File: src/rtl/rd53_reset_pkg.sv
// rd53_reset_pkg: shared types and defaults for the RD53 reset sequencer.
//   rstseq_state_t : sequencer FSM states
//   DEF_*          : default cycle counts / domain count
//   cnt_width()    : counter width for a given maximum count (clog2, min 1)
package rd53_reset_pkg;

  typedef enum logic [2:0] {
    HOLD     = 3'd0,
    DEBOUNCE = 3'd1,
    RELEASE  = 3'd2,
    RUN      = 3'd3,
    SWHOLD   = 3'd4
  } rstseq_state_t;

  localparam int unsigned DEF_NUM_DOMAINS   = 4;
  localparam int unsigned DEF_DEBOUNCE_CYC  = 64;
  localparam int unsigned DEF_STAGE_GAP_CYC = 16;
  localparam int unsigned DEF_SW_HOLD_CYC   = 32;
  localparam int unsigned DEF_SYNC_STAGES   = 2;

  // Counters only ever reach max_val-1, so clog2(max_val) bits suffice.
  function automatic int unsigned cnt_width(input int unsigned max_val);
    if (max_val <= 1) return 1;
    return unsigned'($clog2(max_val));
  endfunction

endpackage

File: src/rtl/rd53_sync_rst_n.sv
// rd53_sync_rst_n: multi-flop synchronizer for an asynchronous level input.
//   i_clk : destination clock
//   i_rst : asynchronous active-high reset, clears every stage to 0
//   i_d   : asynchronous input
//   o_q   : synchronized output (last stage)
module rd53_sync_rst_n #(
  parameter int unsigned SYNC_STAGES = 2
) (
  input  logic i_clk,
  input  logic i_rst,
  input  logic i_d,
  output logic o_q
);

  logic [SYNC_STAGES-1:0] r_sync;

  always_ff @(posedge i_clk or posedge i_rst) begin
    if (i_rst) begin
      r_sync <= '0;
    end else begin
      r_sync <= {r_sync[SYNC_STAGES-2:0], i_d};
    end
  end

  assign o_q = r_sync[SYNC_STAGES-1];

endmodule

File: src/rtl/rd53_reset_sequencer.sv
// rd53_reset_sequencer: filters the POR macro output and releases the
// active-low domain resets one at a time (bit 0 first), with a software
// request path that re-runs the whole sequence.
//   i_clk          : system clock
//   i_reset        : asynchronous active-high reset, forces HOLD
//   i_por_b        : asynchronous active-low POR, synchronized internally
//   i_sw_rst_req   : single-cycle request for a full reset sequence
//   o_rst_b_out    : active-low domain resets, registered
//   o_seq_done     : all domains released (FSM in RUN), registered
//   o_seq_busy     : FSM not in RUN, registered
// Optional (macro RSTSEQ_EVENT_CNT_EN):
//   o_por_evt_cnt  : saturating count of POR-caused returns to HOLD
//   o_sw_evt_cnt   : saturating count of accepted software requests
module rd53_reset_sequencer
  import rd53_reset_pkg::*;
#(
  parameter int unsigned NUM_DOMAINS   = DEF_NUM_DOMAINS,
  parameter int unsigned DEBOUNCE_CYC  = DEF_DEBOUNCE_CYC,
  parameter int unsigned STAGE_GAP_CYC = DEF_STAGE_GAP_CYC,
  parameter int unsigned SW_HOLD_CYC   = DEF_SW_HOLD_CYC,
  parameter int unsigned SYNC_STAGES   = DEF_SYNC_STAGES
) (
  input  logic                   i_clk,
  input  logic                   i_reset,
  input  logic                   i_por_b,
  input  logic                   i_sw_rst_req,
  output logic [NUM_DOMAINS-1:0] o_rst_b_out,
  output logic                   o_seq_done,
  output logic                   o_seq_busy
`ifdef RSTSEQ_EVENT_CNT_EN
  ,
  output logic [7:0]             o_por_evt_cnt,
  output logic [7:0]             o_sw_evt_cnt
`endif
);

  localparam int unsigned MaxAB  = (DEBOUNCE_CYC > STAGE_GAP_CYC) ? DEBOUNCE_CYC : STAGE_GAP_CYC;
  localparam int unsigned MaxCyc = (MaxAB > SW_HOLD_CYC) ? MaxAB : SW_HOLD_CYC;
  localparam int unsigned CntW   = cnt_width(MaxCyc);
  localparam int unsigned StgW   = cnt_width(NUM_DOMAINS);

  localparam logic [CntW-1:0] DebLast   = CntW'(DEBOUNCE_CYC - 1);
  localparam logic [CntW-1:0] GapLast   = CntW'(STAGE_GAP_CYC - 1);
  localparam logic [CntW-1:0] HoldLast  = CntW'(SW_HOLD_CYC - 1);
  localparam logic [StgW-1:0] LastStage = StgW'(NUM_DOMAINS - 1);

  logic                   w_por_s;
  rstseq_state_t          r_state, w_state_d;
  logic [CntW-1:0]        r_cnt, w_cnt_d;
  logic [StgW-1:0]        r_stage, w_stage_d;
  logic [NUM_DOMAINS-1:0] r_rst_b, w_rst_b_d;
  logic                   r_done, r_busy, w_done_d;

  rd53_sync_rst_n #(
    .SYNC_STAGES(SYNC_STAGES)
  ) u_por_sync (
    .i_clk(i_clk),
    .i_rst(i_reset),
    .i_d  (i_por_b),
    .o_q  (w_por_s)
  );

  always_ff @(posedge i_clk or posedge i_reset) begin
    if (i_reset) begin
      r_state <= HOLD;
      r_cnt   <= '0;
      r_stage <= '0;
      r_rst_b <= '0;
      r_done  <= 1'b0;
      r_busy  <= 1'b1;
    end else begin
      r_state <= w_state_d;
      r_cnt   <= w_cnt_d;
      r_stage <= w_stage_d;
      r_rst_b <= w_rst_b_d;
      r_done  <= w_done_d;
      r_busy  <= ~w_done_d;
    end
  end

  // Reset outputs are computed one cycle ahead so every output is a flop.
  always_comb begin
    w_state_d = r_state;
    w_cnt_d   = r_cnt;
    w_stage_d = r_stage;
    w_rst_b_d = r_rst_b;
    if (r_state != HOLD && !w_por_s) begin
      w_state_d = HOLD;
      w_cnt_d   = '0;
      w_stage_d = '0;
      w_rst_b_d = '0;
    end else if (r_state != HOLD && i_sw_rst_req) begin
      // Also restarts the hold count when already in SWHOLD.
      w_state_d = SWHOLD;
      w_cnt_d   = '0;
      w_stage_d = '0;
      w_rst_b_d = '0;
    end else begin
      unique case (r_state)
        HOLD: begin
          w_cnt_d   = '0;
          w_stage_d = '0;
          w_rst_b_d = '0;
          if (w_por_s) w_state_d = DEBOUNCE;
        end
        DEBOUNCE: begin
          if (r_cnt == DebLast) begin
            // Bit 0 is released on the same edge that enters RELEASE.
            w_state_d = RELEASE;
            w_cnt_d   = '0;
            w_stage_d = '0;
            w_rst_b_d = NUM_DOMAINS'(1);
          end else begin
            w_cnt_d = r_cnt + CntW'(1);
          end
        end
        RELEASE: begin
          if (r_stage == LastStage) begin
            w_state_d = RUN;
            w_cnt_d   = '0;
          end else if (r_cnt == GapLast) begin
            w_cnt_d              = '0;
            w_stage_d            = r_stage + StgW'(1);
            w_rst_b_d[w_stage_d] = 1'b1;
          end else begin
            w_cnt_d = r_cnt + CntW'(1);
          end
        end
        RUN: begin
        end
        SWHOLD: begin
          if (r_cnt == HoldLast) begin
            w_state_d = DEBOUNCE;
            w_cnt_d   = '0;
          end else begin
            w_cnt_d = r_cnt + CntW'(1);
          end
        end
        default: begin
          w_state_d = HOLD;
          w_cnt_d   = '0;
          w_stage_d = '0;
          w_rst_b_d = '0;
        end
      endcase
    end
    w_done_d = (w_state_d == RUN);
  end

  assign o_rst_b_out = r_rst_b;
  assign o_seq_done  = r_done;
  assign o_seq_busy  = r_busy;

`ifdef RSTSEQ_EVENT_CNT_EN
  logic       w_por_evt, w_sw_evt;
  logic [7:0] r_por_evt_cnt, r_sw_evt_cnt;

  // Same priority as the FSM: a POR drop masks a simultaneous request.
  assign w_por_evt = (r_state != HOLD) && !w_por_s;
  assign w_sw_evt  = (r_state != HOLD) && w_por_s && i_sw_rst_req;

  always_ff @(posedge i_clk or posedge i_reset) begin
    if (i_reset) begin
      r_por_evt_cnt <= '0;
      r_sw_evt_cnt  <= '0;
    end else begin
      if (w_por_evt && r_por_evt_cnt != 8'hFF) r_por_evt_cnt <= r_por_evt_cnt + 8'd1;
      if (w_sw_evt && r_sw_evt_cnt != 8'hFF) r_sw_evt_cnt <= r_sw_evt_cnt + 8'd1;
    end
  end

  assign o_por_evt_cnt = r_por_evt_cnt;
  assign o_sw_evt_cnt  = r_sw_evt_cnt;
`endif

endmodule

File: config.mk
export PLATFORM = sky130hd
export DESIGN_NAME = rd53_reset_sequencer
export DESIGN_NICKNAME = d
export VERILOG_FILES = /design/src/rtl/rd53_reset_pkg.sv /design/src/rtl/rd53_sync_rst_n.sv /design/src/rtl/rd53_reset_sequencer.sv
export SDC_FILE = /design/constraint.sdc
export NUM_CORES = 1
export LEC_CHECK = 0
export BUFFER_PORTS_ARGS = -buffer_cell sky130_fd_sc_hd__clkbuf_2
export CAP_MARGIN = 0
export CORE_MARGIN = 2
export CORE_UTILIZATION = 44
export CTS_CLUSTER_DIAMETER = 150
export DETAILED_ROUTE_END_ITERATION = 16
export GPL_ROUTABILITY_DRIVEN = 0
export GPL_TIMING_DRIVEN = 0
export PLACE_DENSITY_LB_ADDON = 0.08
export SLEW_MARGIN = 20
export SYNTH_ARGS = -nofsm -noshare
export SYNTH_HDL_FRONTEND = slang
export SYNTH_SLANG_ARGS = --single-unit
File: constraint.sdc
create_clock -name i_clk -period 4.8 [get_ports i_clk]
set_input_delay 1.44 -clock i_clk [delete_from_list [all_inputs] [get_ports i_clk]]
set_output_delay 1.44 -clock i_clk [all_outputs]
set_load 0.005 [all_outputs]
[Word level (Yosys, flattened, before mapping)]
Cells that the tools add are included.
Word-level totals
  register bits: 19
  input bits: 4
  output and inout bits: 6
  logic and storage cells: 63
Cells by class
  $add $sub $neg: 2
  magnitude comparators: 2
  eq/ne operators: 14
  mux-type cells: 28
  bitwise logic cells: 2
  reduce and logical (&&, ||, !) cells: 8
Operators with widths (number)
  $mux W6: 6
  $pmux W6 S4: 1
  $mux W4: 5
  $mux W3: 6
  $pmux W3 S5: 1
  $ne A4 B4 Y1 const B: 3
  $pmux W4 S3: 1
  $mux W2: 5
  $eq A3 B2 Y1 const B: 3
  $add A6 B1 Y6 const B: 1
  $eq A6 B4 Y1 const B: 1
  $eq A6 B5 Y1 const B: 1
  $eq A6 B6 Y1 const B: 1
  $pmux W2 S3: 1
  $or A4 B4 Y4: 1
  $reduce_and A4 Y1: 1
  $eq A3 B1 Y1 const B: 1
  $eq A3 B3 Y1 const B: 1
  $logic_and A1 B1 Y1: 3
  $logic_not A3 Y1: 1
  $lt A2 B3 Y1 const B: 1
  $ne A3 B1 Y1 const B: 1
  $ne A3 B3 Y1 const B: 1
  $reduce_bool A3 Y1: 1
  8 further kinds: 8

[Depth between registers and ports, before layout]
  word-level depth: 11
  mapped depth: 7
  depth with buffers taken out: 6

[Cells and area by module]
Synthesis repeated with hierarchy kept, for this count alone.
Second synthesis, totals
  cell total of the unflattened synthesis: 117
  area, all modules: 1138.6 µm²
By module, submodules not included
  rd53_reset_sequencer: instances 1, cells an instance 114, area an instance 1084.8 µm², sequential area each 426.7 µm²
  rd53_sync_rst_n: instances 1, cells an instance 3, area an instance 53.8 µm², sequential area each 50.0 µm²

[Worst setup path before layout]
OpenSTA, ideal clock, no wires.
  path type: input-to-reg
  from: in i_sw_rst_req
  to: reg r_cnt[3]
  library setup time: 82 ps
  arrival: 2278 ps
  required time: 4718 ps
  path slack: 2440 ps
  cell stages on the path: 5
  path buffers: 1
  path through: nor2b_1 -> and3_1 -> clkbuf_1 -> or3_1 -> o22ai_1
Between the ends
  word-level cells in the longest chain between the ends: 3
  elaborated cells between the ends (all ways): 4
  classes of those cells: 1 x eq/ne; 2 x mux; 1 x reduce/logical
RTL lines
  start: declaration: line rd53_reset_sequencer.sv:26  | input logic i_sw_rst_req,
  $logic_and A1 B1 Y1 (*): line rd53_reset_sequencer.sv:92  | end else if (r_state != HOLD && i_sw_rst_req) begin
  $mux W6: line rd53_reset_sequencer.sv:92
  $mux W6: line rd53_reset_sequencer.sv:87  | if (r_state != HOLD && !w_por_s) begin
  end signal: assignment: line rd53_reset_sequencer.sv:73  | r_cnt <= w_cnt_d;
  end: declaration: line rd53_reset_sequencer.sv:49  | logic [CntW-1:0] r_cnt, w_cnt_d;
Mark *: on every way between the ends. The rest lies on a longest branch, timed or not.
A chain may end at the register's enable or synchronous reset.

[Worst setup path after layout]
  from: reg r_busy (netlist: o_seq_busy)
  to: out o_seq_busy
RTL lines
  start: declaration: line rd53_reset_sequencer.sv:52  | logic r_done, r_busy, w_done_d;
  start signal: assignment: line rd53_reset_sequencer.sv:77  | r_busy <= ~w_done_d;
  end: declaration: line rd53_reset_sequencer.sv:29  | output logic o_seq_busy
No word-level cell between the ends.

==> summary.txt <==
Outcome: complete, no violations
Max-Cap Viols: 0
CTS root buf: clkbuf_4
Synth-to-layout area growth: 9.29%
Crit path largest cell delay: 0.53 ns
Synth Area in Adders: 6.40%
Most common cell after layout, fill and taps aside: dfrtp_1
Most frequent cells in the layout: dfrtp_1, nor2_1, inv_1, clkbuf_2, a21oi_1
Final worst path period share: 49.0%
WP data required: 3.36 ns
Worst Skew: 0.00635 ns
First-pass GRT wire length: 3800 um
Setup TNS: 0 ns
Gate count of the mapped netlist: 125
H-tree Lvls: 1
Post-Synth XOR/XNOR Area: 0.747%
Final HPWL DP: 1600 um
Critical path depth: 1
CTS resizes: 0
Clk slew on worst S/H paths: 0.10 ns
# rows: 18
Worst hold start: u_por_sync.r_sync[0]
Clk sinks: 19
Layout Utilization: 51.3%
Async SR Flop Fraction: 100%
Antenna cells: 0
Synthesis-stage register bit count: 19
DIE AREA: 0.00309 mm^2
Hold_buf cts: 0
Buf/Inv on CP: 1
Slew Viols, Final: 0
Inserted Clock Buffers: 3
FF-to-FF setup slack: 2.96 ns
Vias in the first global route: 860
Vias after detailed routing: 893
Clk Latency, worst-skew pair: 0.29 ns
Drt first pass iters: 4
Crit path DAT: 0.91 ns
Yosys warns: 0
I/O Pins: 10
Final Hold Vio Count: 0
Simple-gate share of the synthesized area: 22.1%
PortBufs: 9
Proportion of synthesized area in mux cells: 1.71%
DRC errors left: 0
Pwr dens: 381 mW/mm^2
GRT Util Overall: 15.3%
Final Power: 488 uW
Compound-Gate Fraction of Synth Area: 21.2%
Leak: 0.000597 uW
Crit-path cells: clkbuf_2
Setup bufs post-CTS: 0
Final std cells w/o fill: 168
Vias per inst: 5.32
Primary FF master, synth: dfrtp_1
Worst vdd ir: 0.224 mV
Crit start category: flip-flop
Residual antenna-violating net count after detailed routing: 0
Die height: 55.6 um
CP Class: reg -> out
Sequential fraction of the synthesis area: 40.7%
DR WL/cell: 12.8 um
Hold Path End: u_por_sync.r_sync[1]
Post-synth cell types: 44
Syn_area_per_cell: 9.38 um^2
CTS tree: done
Largest net degree at the start of global routing: 20
Layout Nets: 149
Max Buffers Root-to-Sink: 2
Synth Cell Area: 0.00117 mm^2
Die Width: 55.6 um
Detailed Route Iter0 Violations: 26
Share of cells above drive strength 1: 21.7%
Reg2reg start: r_cnt[0]
Slowest library cell on the worst path: dfstp_2
Syn Nets: 135
R2r endpoint: r_state[0]
CP delay by family, top: flip-flops
Total wire length: 2150 um
Cell count after placement: 164
Main combinational cell family by area after synthesis: simple AND/OR/NAND/NOR gates
Cells on worst reg2reg path: 6
Core Area: 0.00250 mm^2
EDFF count, synth: 0
Hold depth: 0
Final setup fails: 0
Actual slew at the worst max-slew pin: 0.719 ns
RSZ-0062 raised after global routing: false
Initial Util: 46.9%
Tmin final: 2.35 ns
Overall overflow remaining after global route: 0
CP max FO: 1
Hold/Removal Path Class: reg -> reg
CP Capture Type: output pin
Max transition margin: 52.0%
Fmax: 425 MHz
Antenna violations before repair: 0
Worst hold slack: 0.358 ns
## cells by family (layout without fill, tap and decap cells)
| group | Yosys count | count (layout) |
|---|---|---|
| AOI/OAI and AO/OA | 32 | 32 |
| xor gates and xnor gates | 1 | 1 |
| adders and majority gates | 6 | 6 |
| buffers and inverters | 17 | 30 |
| DFF | 19 | 19 |
| muxes | 2 | 2 |
| and+or+nand+nor | 48 | 48 |
## worst reg2reg max path, stage by stage, from the launching register on
cell      delay [ns]
dfrtp_1         0.42
ha_1            0.26
nand4b_2        0.19
or2_2           0.34
o22ai_1         0.29
nand2_1         0.10
a21oi_1         0.16
## layout make-up
type | count | area (um^2)
Fill cell | 240 | 1220
Multi-Input combinational cell | 89 | 612
Sequential cell | 19 | 477
Buffer | 7 | 46.3
Timing Repair Buffer | 9 | 45.0
Inverter | 10 | 37.5
Tap cell | 30 | 37.5
Clock buffer | 4 | 26.3
## metal layers
metal | part of all wire, % | GRT usage (%)
met5 | 0 | 0
met1 | 49 | 20.0
met3 | 3.4 | 3.95
met2 | 47 | 24.1
met4 | 0.61 | 6.27
## through the flow
| step | instance area (um^2) | setup WS, ns |
|---|---|---|
| floorplan | 1170 | 2.44 |
| global placement | 1250 | 2.20 |
| detailed placement | 1250 | 2.19 |
| CTS | 1280 | 2.42 |
| global route | 1280 | 2.39 |
| finish | 1280 | 2.45 |
## cell usage after synthesis, types with 3 or more instances
library cell,number,area (um^2)
nand3_1,6,30.0
nand2_1,8,30.0
inv_1,10,37.5
nor2_1,13,48.8
ha_1,6,75.1
dfrtp_1,18,450
nor3b_1,3,22.5
o21ai_1,4,20.0
a21oi_1,9,45.0
buf_2,3,15.0
## sequential cells by signal, indices dropped and copies added (netlist names)
name	flops
o_rst_b_out	4
r_cnt	6
o_seq_busy	1
o_seq_done	1
u_por_sync.r_sync	2
r_state	3
r_stage	2
## how the worst max path moves through the flow
stage	start	to
after floorplan	i_sw_rst_req	r_cnt[3]
after global placement	i_sw_rst_req	r_cnt[3]
after detailed placement	i_sw_rst_req	r_cnt[3]
after CTS	o_seq_busy	o_seq_busy
after global routing	o_seq_busy	o_seq_busy
final	o_seq_busy	o_seq_busy
## power by group
group          total (uW)  switching (uW)  internal, uW
logic                 222             128          93.6
registers             188            12.6           175
clock network        78.5            46.2          32.3
total                 488             187           301
Note: power is estimated with default switching activity, not from simulation.
